--- config.mk ---
export PLATFORM = sky130hd
export DESIGN_NAME = logic_result_ser
export DESIGN_NICKNAME = d
export VERILOG_FILES = /design/src/rtl/logic_result_ser.sv
export SDC_FILE = /design/constraint.sdc
export NUM_CORES = 1
export LEC_CHECK = 0
export BUFFER_PORTS_ARGS = -buffer_cell sky130_fd_sc_hd__buf_2
export CAP_MARGIN = 20
export CORE_UTILIZATION = 55
export CTS_CLUSTER_SIZE = 40
export DETAILED_ROUTE_END_ITERATION = 7
export GPL_ROUTABILITY_DRIVEN = 0
export PLACE_DENSITY = 0.77
export SLEW_MARGIN = 20
export SYNTH_ARGS = -nofsm -noshare
export SYNTH_HDL_FRONTEND = slang
export SYNTH_SLANG_ARGS = --single-unit
--- constraint.sdc ---
create_clock -name sys_clk -period 2 [get_ports sys_clk]
set_input_delay 0.5 -clock sys_clk [delete_from_list [all_inputs] [get_ports sys_clk]]
set_output_delay 0.5 -clock sys_clk [all_outputs]
set_load 0.01 [all_outputs]
--- src/rtl/logic_result_ser.sv ---
// Result serialiser: captures seven result bytes and streams them out
// over a valid/ready link, optionally followed by an XOR checksum byte.
module logic_result_ser #(
    parameter int CSUM_EN = 1
) (
    input  logic       sys_clk,
    input  logic       sys_rst,
    input  logic       pi_start,
    input  logic [7:0] pi_c,
    input  logic [7:0] pi_d,
    input  logic [7:0] pi_e,
    input  logic [7:0] pi_f,
    input  logic [7:0] pi_g,
    input  logic [7:0] pi_h,
    input  logic [7:0] pi_i,
    input  logic       pi_ready,
    output logic [7:0] po_data,
    output logic       po_valid,
    output logic       po_last,
    output logic [2:0] po_cnt,
    output logic       po_busy
);

    typedef enum logic [1:0] {
        IDLE = 2'd0,
        SEND = 2'd1,
        CSUM = 2'd2
    } state_t;

    localparam logic NO_CSUM = (CSUM_EN == 0);

    state_t     r_state;
    logic [7:0] r_c, r_d, r_e, r_f, r_g, r_h, r_i;
    logic [7:0] r_data;
    logic       r_valid;
    logic       r_last;
    logic [2:0] r_cnt;
    logic       r_busy;

    logic       w_xfer;
    logic [7:0] w_csum;
    logic [7:0] w_next;

    assign w_xfer = r_valid & pi_ready;
    assign w_csum = r_c ^ r_d ^ r_e ^ r_f ^ r_g ^ r_h ^ r_i;

    // Byte that follows the one currently presented at r_cnt
    always_comb begin
        w_next = 8'h00;
        case (r_cnt)
            3'd0:    w_next = r_d;
            3'd1:    w_next = r_e;
            3'd2:    w_next = r_f;
            3'd3:    w_next = r_g;
            3'd4:    w_next = r_h;
            3'd5:    w_next = r_i;
            default: w_next = 8'h00;
        endcase
    end

    always_ff @(posedge sys_clk) begin
        if (sys_rst) begin
            r_state <= IDLE;
            r_c     <= 8'h00;
            r_d     <= 8'h00;
            r_e     <= 8'h00;
            r_f     <= 8'h00;
            r_g     <= 8'h00;
            r_h     <= 8'h00;
            r_i     <= 8'h00;
            r_data  <= 8'h00;
            r_valid <= 1'b0;
            r_last  <= 1'b0;
            r_cnt   <= 3'd0;
            r_busy  <= 1'b0;
        end else begin
            case (r_state)
                IDLE: begin
                    if (pi_start) begin
                        r_c     <= pi_c;
                        r_d     <= pi_d;
                        r_e     <= pi_e;
                        r_f     <= pi_f;
                        r_g     <= pi_g;
                        r_h     <= pi_h;
                        r_i     <= pi_i;
                        r_data  <= pi_c;
                        r_cnt   <= 3'd0;
                        r_valid <= 1'b1;
                        r_busy  <= 1'b1;
                        r_last  <= 1'b0;
                        r_state <= SEND;
                    end
                end
                SEND: begin
                    if (w_xfer) begin
                        if (r_cnt == 3'd6) begin
                            if (!NO_CSUM) begin
                                r_state <= CSUM;
                                r_cnt   <= 3'd7;
                                r_data  <= w_csum;
                                r_last  <= 1'b1;
                            end else begin
                                r_state <= IDLE;
                                r_cnt   <= 3'd0;
                                r_data  <= 8'h00;
                                r_valid <= 1'b0;
                                r_last  <= 1'b0;
                                r_busy  <= 1'b0;
                            end
                        end else begin
                            r_cnt  <= r_cnt + 3'd1;
                            r_data <= w_next;
                            r_last <= NO_CSUM && (r_cnt == 3'd5);
                        end
                    end
                end
                CSUM: begin
                    if (w_xfer) begin
                        r_state <= IDLE;
                        r_cnt   <= 3'd0;
                        r_data  <= 8'h00;
                        r_valid <= 1'b0;
                        r_last  <= 1'b0;
                        r_busy  <= 1'b0;
                    end
                end
                default: r_state <= IDLE;
            endcase
        end
    end

    assign po_data  = r_data;
    assign po_valid = r_valid;
    assign po_last  = r_last;
    assign po_cnt   = r_cnt;
    assign po_busy  = r_busy;

endmodule

==> metrics.yaml, run 1 <==
status:
  status: "finished with violations"
  failing_checks: "design-rule violations"
critical_path:
  buffers_inverters_on_critical_path: 1
  critPathArrivalTime_ns: 2.11
  startpoint_type: "register"
  cp_cell_sequence: "inv_1 -> ha_1 -> a2bb2oi_2 -> or3_4 -> a221oi_1 -> a21oi_1"
  timing_worst_setup_path_type: "register to register"
  critPathRequiredTime_ns: 2.23
  highest_fanout_seen_on_the_critical_path: 10
  crit_family: "compound AO/OA/AOI/OAI gates"
  crit_path_top_delay_cell: "or3_4"
  slowest_delay_ns: 0.48
  critical_path.endpoint_type: "register"
synthesis:
  synth.yosys.seq_area_share_pct: 38.5
  synth_largest_area_cell: "dfxtp_1"
  postSynth.topFlopCell: "dfxtp_1"
  yosysUniqueCellTypes: 40
  synth_top_cell_area_share_pct: 38.5
  syn-cell-area_mm2: 0.00369
  synth_cells: 431
  synth_nets: 501
  avgSynthCellArea_um2: 8.56
  yosys_register_bits: 71
  yosys-top-cells-area: "dfxtp_1, nand2_1, xnor3_1"
  yosys_warnings: 0
  synth_enable_flop_cells: 0
  synth-async-reset-ratio_pct: 0
sta:
  final-max-slew-violation-count: 0
  max_slew.worst_pin.slew_ns: 0.491
  period_share_pct: 93.9
  worst_slack_setup_final_ns: 0.121
  final_period_minus_worst_setup_slack_ns: 1.88
  hold-worst-slack_ns: 0.380
  fmax_mhz: 532
  slew_headroom_pct: 67.3
  timing.setup.tns_ns: 0
  hold_viol: 0
  grt_setup_unrepaired: "no"
  setup-violations-final: 0
  finClkSkew_ns: 0.00498
clock_network:
  cts_made_buffers: 9
  clkSlewWorstSetupHoldPaths_ns: 0.07
  ctsLongestPathBuffers: 2
  cts_max_level: 3
  tritoncts_num_sinks: 71
  cts_tree: "built"
  clockRootBuffer: "clkbuf_8"
  clock_insertion_delay_worst_skew_ns: 0.35
routing:
  detail_route.drc_violations: 12
  vias: 3311
  finalWirelength_um: 9220
  antenna_left: 0
  detailed_router_iteration_count_before_antenna_repair: 7
  vias_per_cell: 5.72
  detail_route.wl_per_cell_um: 15.9
  drt_first_iter_violations: 313
floorplanning:
  die_h_um: 83.9
  fp.dieW_um: 83.9
  core_region_area_mm2: 0.00642
  dieArea_mm2: 0.00704
  initial_core_util_pct: 57.4
  placementRows: 29
  pin_count: 74
cells_and_area:
  filler_cell_count_in_the_final_layout: 521
  final_util_pct: 67.3
  finalNonFillerCells: 579
  diode_count: 0
  final_cell_mix: "nand2_1, buf_2, dfxtp_1"
  finalNetCount: 567
  area_growth_pct: 17.2
  mostFrequentLayoutCell: "nand2_1"
  drive_gt1_share_pct: 22.7
grt:
  globalRouteTotalUtil_pct: 27.4
  grt_overflow_total: 0
  grt_pass1_vias: 3027
  grt_pass1_wl_um: 15000
  number_of_antenna_violations_at_the_first_check_in_global_routing: 0
  maximum_number_of_pins_on_one_net_before_global_route_repair: 31
power:
  power.static_leakage_nw: 1.87
  pwr_density_cell_mw_per_mm2: 983
  irDropWorstVdd_mv: 0.548
place:
  dp_hpwl_um: 6620
  place.port_buffers: 73
  dp_cells: 563
  dp_worst_setup_slack_ns: 0.0174
worst_hold_path:
  min_path_type: "input port to register"
job:
  drv.max_cap_violation_count: 0
cells in the mapped netlist, types with 6 or more instances:
master,n
nand2_1,124
inv_1,8
dfxtp_1,71
nor2_1,11
clkbuf_1,22
xnor2_1,8
mux2_2,6
xor2_1,8
a22oi_1,7
a211oi_1,6
nor2b_1,8
a21oi_1,66
xnor3_1,16
ha_1,10
final timing paths:
check,endpoint,from,depth (start not counted),slack (ns)
setup / recovery,po_data[3],r_state[1],6,0.12
hold / removal,r_d[7],pi_d[7],3,0.38
setup reg to reg,po_data[3],r_state[1],6,0.12
hold reg to reg,r_c[7],r_c[7],2,0.47
flip-flops by register name, summed over array words and instances, names as in the netlist:
signal and count:
po_busy 1, po_cnt 3, po_data 8, po_last 1, r_c 8, r_d 8, r_e 8, r_f 8
r_g 8, r_h 8, r_i 8, r_state 2
worst min-delay path, stage by stage:
cell and delay, ns:
buf_2 0.09, nand2_1 0.04, a21oi_1 0.05
layer usage:
| metal | GRT usage, % | part of all wire (%) | vias up |
|---|---|---|---|
| li1 | - | - | 1612 |
| met1 | 39.2 | 46 | 1542 |
| met2 | 41.4 | 44 | 143 |
| met3 | 7.02 | 9.4 | 14 |
| met4 | 7.05 | 1.1 | 0 |
| met5 | 0 | 0 | - |
report_power, final:
part	total, W	switching [W]	internal [W]
Combinational	0.00126	0.000644	0.000616
Clock	0.00123	0.000533	0.000697
Sequential	0.00176	0.000172	0.00159
Total	0.00425	0.00135	0.00290
metrics by stage:
step / power [W] / area [um^2]
floorplan: 0.00268 / 3690
global placement: 0.00299 / 4100
detailed placement: 0.00302 / 4100
CTS: 0.00425 / 4320
global route: 0.00447 / 4320
finish: 0.00425 / 4320
what timing repair did:
item,4_1_cts,5_1_grt
resized for setup,0,2
setup endpoints to repair,0,6
hold buffers,0,0
hold endpoints to repair,0,0
setup buffers,0,0
layout make-up:
class                           count  area [um^2]  area share, %
Clock inverter                      6         85.1           1.97
Timing Repair Buffer               86          463           10.7
Clock buffer                       10          128           2.95
Inverter                            8         30.0          0.695
Tap cell                           77         96.3           2.23
Multi-Input combinational cell    321         2100           48.5
Sequential cell                    71         1420           32.9
kinds of logic (layout without fill, tap and decap cells):
family	count (synthesis)	count (layout)	synth area share, %
XOR/XNOR	32	32	13.6
buffers and inverters	39	110	4.75
multiplexers	11	11	3.19
AND/OR/NAND/NOR	154	154	16.9
adder cells (fa/ha/maj)	10	10	3.39
flip-flops	71	71	38.5
AO/OA/AOI/OAI	114	114	19.6
(Power assumes the default switching activity.)
==> inputs of run 2 (changes only) <==
Settings changed: CORE_ASPECT_RATIO from default to 1.4, RECOVER_POWER from default to 100.
==> metrics.yaml, run 2 (synthesis results as in run 1) <==
clock_network:
  cts_max_level: 3
  post_cts_setup_buffers: 0
  ctsLongestPathBuffers: 2
  quantity_of_hold_fixing_buffers_added_after_cts: 0
  clkSlewWorstSetupHoldPaths_ns: 0.07
  clock_insertion_delay_worst_skew_ns: 0.35
  cts_tree: "built"
  cts_made_buffers: 9
  clockRootBuffer: "clkbuf_8"
  tritoncts_num_sinks: 71
grt:
  number_of_antenna_violations_at_the_first_check_in_global_routing: 0
  grt_pass1_vias: 3134
  grt_pass1_wl_um: 15100
  maximum_number_of_pins_on_one_net_before_global_route_repair: 40
  grt_overflow_total: 0
  globalRouteTotalUtil_pct: 28.6
cells_and_area:
  final_cell_mix: "nand2_1, dfxtp_1, a21oi_1"
  finalNetCount: 566
  mostFrequentLayoutCell: "nand2_1"
  post-route-cell-area_mm2: 0.00430
  diode_count: 0
  area_growth_pct: 16.5
  drive_gt1_share_pct: 20.4
floorplanning:
  initial_core_util_pct: 58.2
  fp.dieW_um: 71.2
  pin_count: 74
  core_region_area_mm2: 0.00634
  dieArea_mm2: 0.00704
  placementRows: 34
  die_h_um: 98.9
critical_path:
  cp_cell_sequence: "inv_1 -> ha_1 -> a2bb2oi_2 -> or3_4 -> a211oi_1 -> a211oi_1"
  critical_path.endpoint_type: "register"
  cp-startpoint: "r_state[0]"
  highest_fanout_seen_on_the_critical_path: 10
  crit_top_cell: "a211oi_1"
  slowest_delay_ns: 0.48
  critPathRequiredTime_ns: 2.23
  worstReg2RegStart: "r_state[0]"
  timing_worst_setup_path_type: "register to register"
  critPathArrivalTime_ns: 2.10
  startpoint_type: "register"
  crit_path_top_delay_cell: "or3_4"
power:
  irDropWorstVdd_mv: 0.719
  power.static_leakage_nw: 1.82
  p_total_w: 0.00428
  pwr_density_cell_mw_per_mm2: 998
routing:
  drt_first_iter_violations: 241
  vias_per_cell: 5.75
  vias: 3295
  antenna_left: 0
  finalWirelength_um: 9310
  detail_route.drc_violations: 1
  detail_route.wl_per_cell_um: 16.3
  detailed_router_iteration_count_before_antenna_repair: 7
sta:
  setup-violations-final: 0
  final_period_minus_worst_setup_slack_ns: 1.87
  hold_viol: 0
  max_slew.worst_pin.slew_ns: 0.722
  fmax_mhz: 534
  period_share_pct: 93.7
  finClkSkew_ns: 0.00529
  grt_setup_unrepaired: "no"
  hold-worst-slack_ns: 0.378
  final-max-slew-violation-count: 0
  slew_headroom_pct: 51.8
  worst_slack_setup_final_ns: 0.127
worst_hold_path:
  hold_path_startpoint: "pi_f[7]"
  min_path_type: "input port to register"
place:
  dp_hpwl_um: 6700
  dpl_cell_area_mm2: 0.00409
  dp_worst_setup_slack_ns: -0.0126
  place.port_buffers: 73
status:
  status: "finished with violations"
  failing_checks: "design-rule violations"
job:
  drv.max_cap_violation_count: 0
==> run 2: timing repair <==
item / 4_1_cts / 5_1_grt
gates cloned: 0 / 0
resized for setup: 1 / 5
setup endpoints to repair: 4 / 4
==> run 2: cell type report <==
class                           count  area (um^2)
Fill cell                         524         2040
Inverter                            8         30.0
Tap cell                           72         90.1
Multi-Input combinational cell    321         2110
Sequential cell                    71         1420
Timing Repair Buffer               85          425
Clock inverter                      5         81.3
Clock buffer                       11          141
==> run 2: final timing paths <==
kind / endpoint / slack (ns) / cells after the start
worst max-delay path: po_data[4] / 0.13 / 6
worst min-delay path: r_f[7] / 0.38 / 3
worst max register to register: po_data[4] / 0.13 / 6
worst min register to register: po_last / 0.45 / 2
==> run 2: power by group <==
group          switching (W)  internal, W
combinational       0.000662     0.000596
sequential          0.000166      0.00159
clock               0.000539     0.000736
==> run 2: stage by stage <==
stage | TNS (ns) | util [%] | std cells
2_1_floorplan | 0 | - | 431
3_3_place_gp | 0 | 64.5 | 557
3_5_place_dp | -0.0189 | 64.5 | 557
4_1_cts | 0 | 68.1 | 573
5_1_grt | 0 | 67.8 | 573
6_report | 0 | 67.8 | 573
==> run 2: worst max-delay path, delay by kind of cell, from the launching register on <==
family | cells | cell delay (ns)
AO/OA/AOI/OAI | 3 | 0.54
AND/OR/NAND/NOR | 1 | 0.48
flip-flops | 1 | 0.38
adder cells (fa/ha/maj) | 1 | 0.24
buffers and inverters | 1 | 0.10
==> run 2: metal layers <==
metal,GRT usage (%),part of all wire [%]
met5,0,0
met4,18.3,4.9
met3,4.70,5.8
met2,47.8,50
met1,33.5,39
==> inputs of run 3 (changes only) <==
Settings changed: PLACE_DENSITY 0.77 to 0.81.
==> metrics.yaml, run 3 (synthesis results as in run 1) <==
floorplanning:
  fp.dieW_um: 71.2
  die_h_um: 98.9
  pin_count: 74
  initial_core_util_pct: 58.2
  dieArea_mm2: 0.00704
  core_region_area_mm2: 0.00634
  placementRows: 34
sta:
  hold-worst-slack_ns: 0.378
  final-max-slew-violation-count: 0
  final_period_minus_worst_setup_slack_ns: 1.94
  period_share_pct: 97.1
  hold_viol: 0
  setup-violations-final: 0
  max_slew.worst_pin.slew_ns: 0.572
  timing.setup.tns_ns: 0
  fmax_mhz: 515
  slew_headroom_pct: 61.9
  finClkSkew_ns: 0.0102
critical_path:
  buffers_inverters_on_critical_path: 1
  critPathArrivalTime_ns: 2.17
  startpoint_type: "register"
  r2r.worst_path.cells: 6
  reg2reg_setup_slack_ns: 0.06
  timing_worst_setup_path_type: "register to register"
  worstReg2RegStart: "po_cnt[1]"
  critical_path.endpoint: "po_data[2]"
  critical_path.endpoint_type: "register"
  crit_family: "compound AO/OA/AOI/OAI gates"
  rr_endpoint: "po_data[2]"
  highest_fanout_seen_on_the_critical_path: 11
  worst-path-stages: 6
  cp_cell_sequence: "inv_1 -> ha_1 -> nor2b_1 -> a221o_1 -> o221ai_1 -> o22ai_1"
  slowest_delay_ns: 0.51
  cp-startpoint: "po_cnt[1]"
  crit_path_top_delay_cell: "dfxtp_1"
  critPathRequiredTime_ns: 2.23
cells_and_area:
  filler_cell_count_in_the_final_layout: 532
  diode_count: 0
  final_cell_mix: "nand2_1, dfxtp_1, a21oi_1"
  finalNetCount: 564
  mostFrequentLayoutCell: "nand2_1"
  area_growth_pct: 16.5
  drive_gt1_share_pct: 19.8
  post-route-cell-area_mm2: 0.00429
grt:
  grt_pass1_vias: 3137
  maximum_number_of_pins_on_one_net_before_global_route_repair: 57
  number_of_antenna_violations_at_the_first_check_in_global_routing: 0
  global_route_met1_utilization_pct: 31.9
  globalRouteMet2Util_pct: 48.8
  groute.layer.met3.usage_pct: 6.34
  grt_pass1_wl_um: 14700
  globalRoute.busiestLayer: "met2"
  grt_overflow_total: 0
  globalRouteTotalUtil_pct: 27.6
routing:
  detailed_router_iteration_count_before_antenna_repair: 7
  vias: 3340
  detail_route.wl_per_cell_um: 16.4
  drt_first_iter_violations: 303
  finalWirelength_um: 9350
  vias_per_cell: 5.85
  detail_route.drc_violations: 4
  antenna_left: 0
place:
  place.port_buffers: 73
  dp_hpwl_um: 6630
  dpl_cell_area_mm2: 0.00407
status:
  status: "finished with violations"
  failing_checks: "design-rule violations"
power:
  power.static_leakage_nw: 1.81
  p_total_w: 0.00432
  cellInternalPower_w: 0.00295
  share_seq_of_total_power_pct: 40.7
  irDropWorstVdd_mv: 0.631
  pwr_density_cell_mw_per_mm2: 1010
  p_sw_share_pct: 31.7
  switchingPower_w: 0.00137
  clockPowerShare_pct: 30.3
  power.combinational.fraction_pct: 29.0
clock_network:
  clockRootBuffer: "clkbuf_8"
  clock_insertion_delay_worst_skew_ns: 0.35
  quantity_of_hold_fixing_buffers_added_after_cts: 0
  tritoncts_num_sinks: 71
  cts_made_buffers: 9
  cts_tree: "built"
  clkSlewWorstSetupHoldPaths_ns: 0.07
  cts_max_level: 3
  ctsLongestPathBuffers: 2
job:
  drv.max_cap_violation_count: 0
worst_hold_path:
  min_path_type: "input port to register"
## run 3: what timing repair did
item,4_1_cts,5_1_grt
setup endpoints to repair,2,57
gates resized for setup,1,2
setup buffers,0,0
## run 3: layout make-up
cell class                      instances  area (um^2)  share of cell area (%)
Clock buffer                           11          151                    3.53
Timing Repair Buffer                   83          420                    9.79
Multi-Input combinational cell        321         2100                    48.9
Clock inverter                          5         80.1                    1.86
Inverter                                8         30.0                   0.699
Tap cell                               72         90.1                    2.10
Sequential cell                        71         1420                    33.1
## run 3: routing by layer
metal / share of wire (%) / vias to the layer above
li1: - / 1607
met1: 38 / 1561
met2: 53 / 141
met3: 6.0 / 31
met4: 3.1 / 0
met5: 0 / -
## run 3: per-stage QoR
stage	cells	util [%]	worst slack (ns)
2_1_floorplan	431	-	0.110
3_3_place_gp	555	64.3	0.114
3_5_place_dp	555	64.3	-0.0103
4_1_cts	571	68.0	0.0737
5_1_grt	571	67.7	-0.00333
6_report	571	67.7	0.0573
## run 3: power groups by stage
stage / Combinational, W / Sequential [W] / Clock, W
floorplan: 0.000935 / 0.00175 / 0
global placement: 0.00120 / 0.00177 / 0
detailed placement: 0.00124 / 0.00178 / 0
CTS: 0.00125 / 0.00175 / 0.00132
global route: 0.00136 / 0.00177 / 0.00137
finish: 0.00125 / 0.00176 / 0.00131
## run 3: how the worst min path moves through the flow
stage / depth (start not counted) / slack (ns) / startpoint / endpoint
after floorplan: 2 / 0.44 / r_c[7] / r_c[7]
after global routing: 3 / 0.37 / pi_i[4] / r_i[4]
after CTS: 3 / 0.37 / pi_d[5] / r_d[5]
final: 3 / 0.38 / pi_i[3] / r_i[3]
after global placement: 2 / 0.44 / po_last / po_last
after detailed placement: 2 / 0.45 / po_last / po_last
## run 3: worst register-to-register path: stages (launching register included)
cell and delay, ns:
dfxtp_1 0.51, inv_1 0.14, ha_1 0.36, nor2b_1 0.22, a221o_1 0.32, o221ai_1 0.19, o22ai_1 0.09
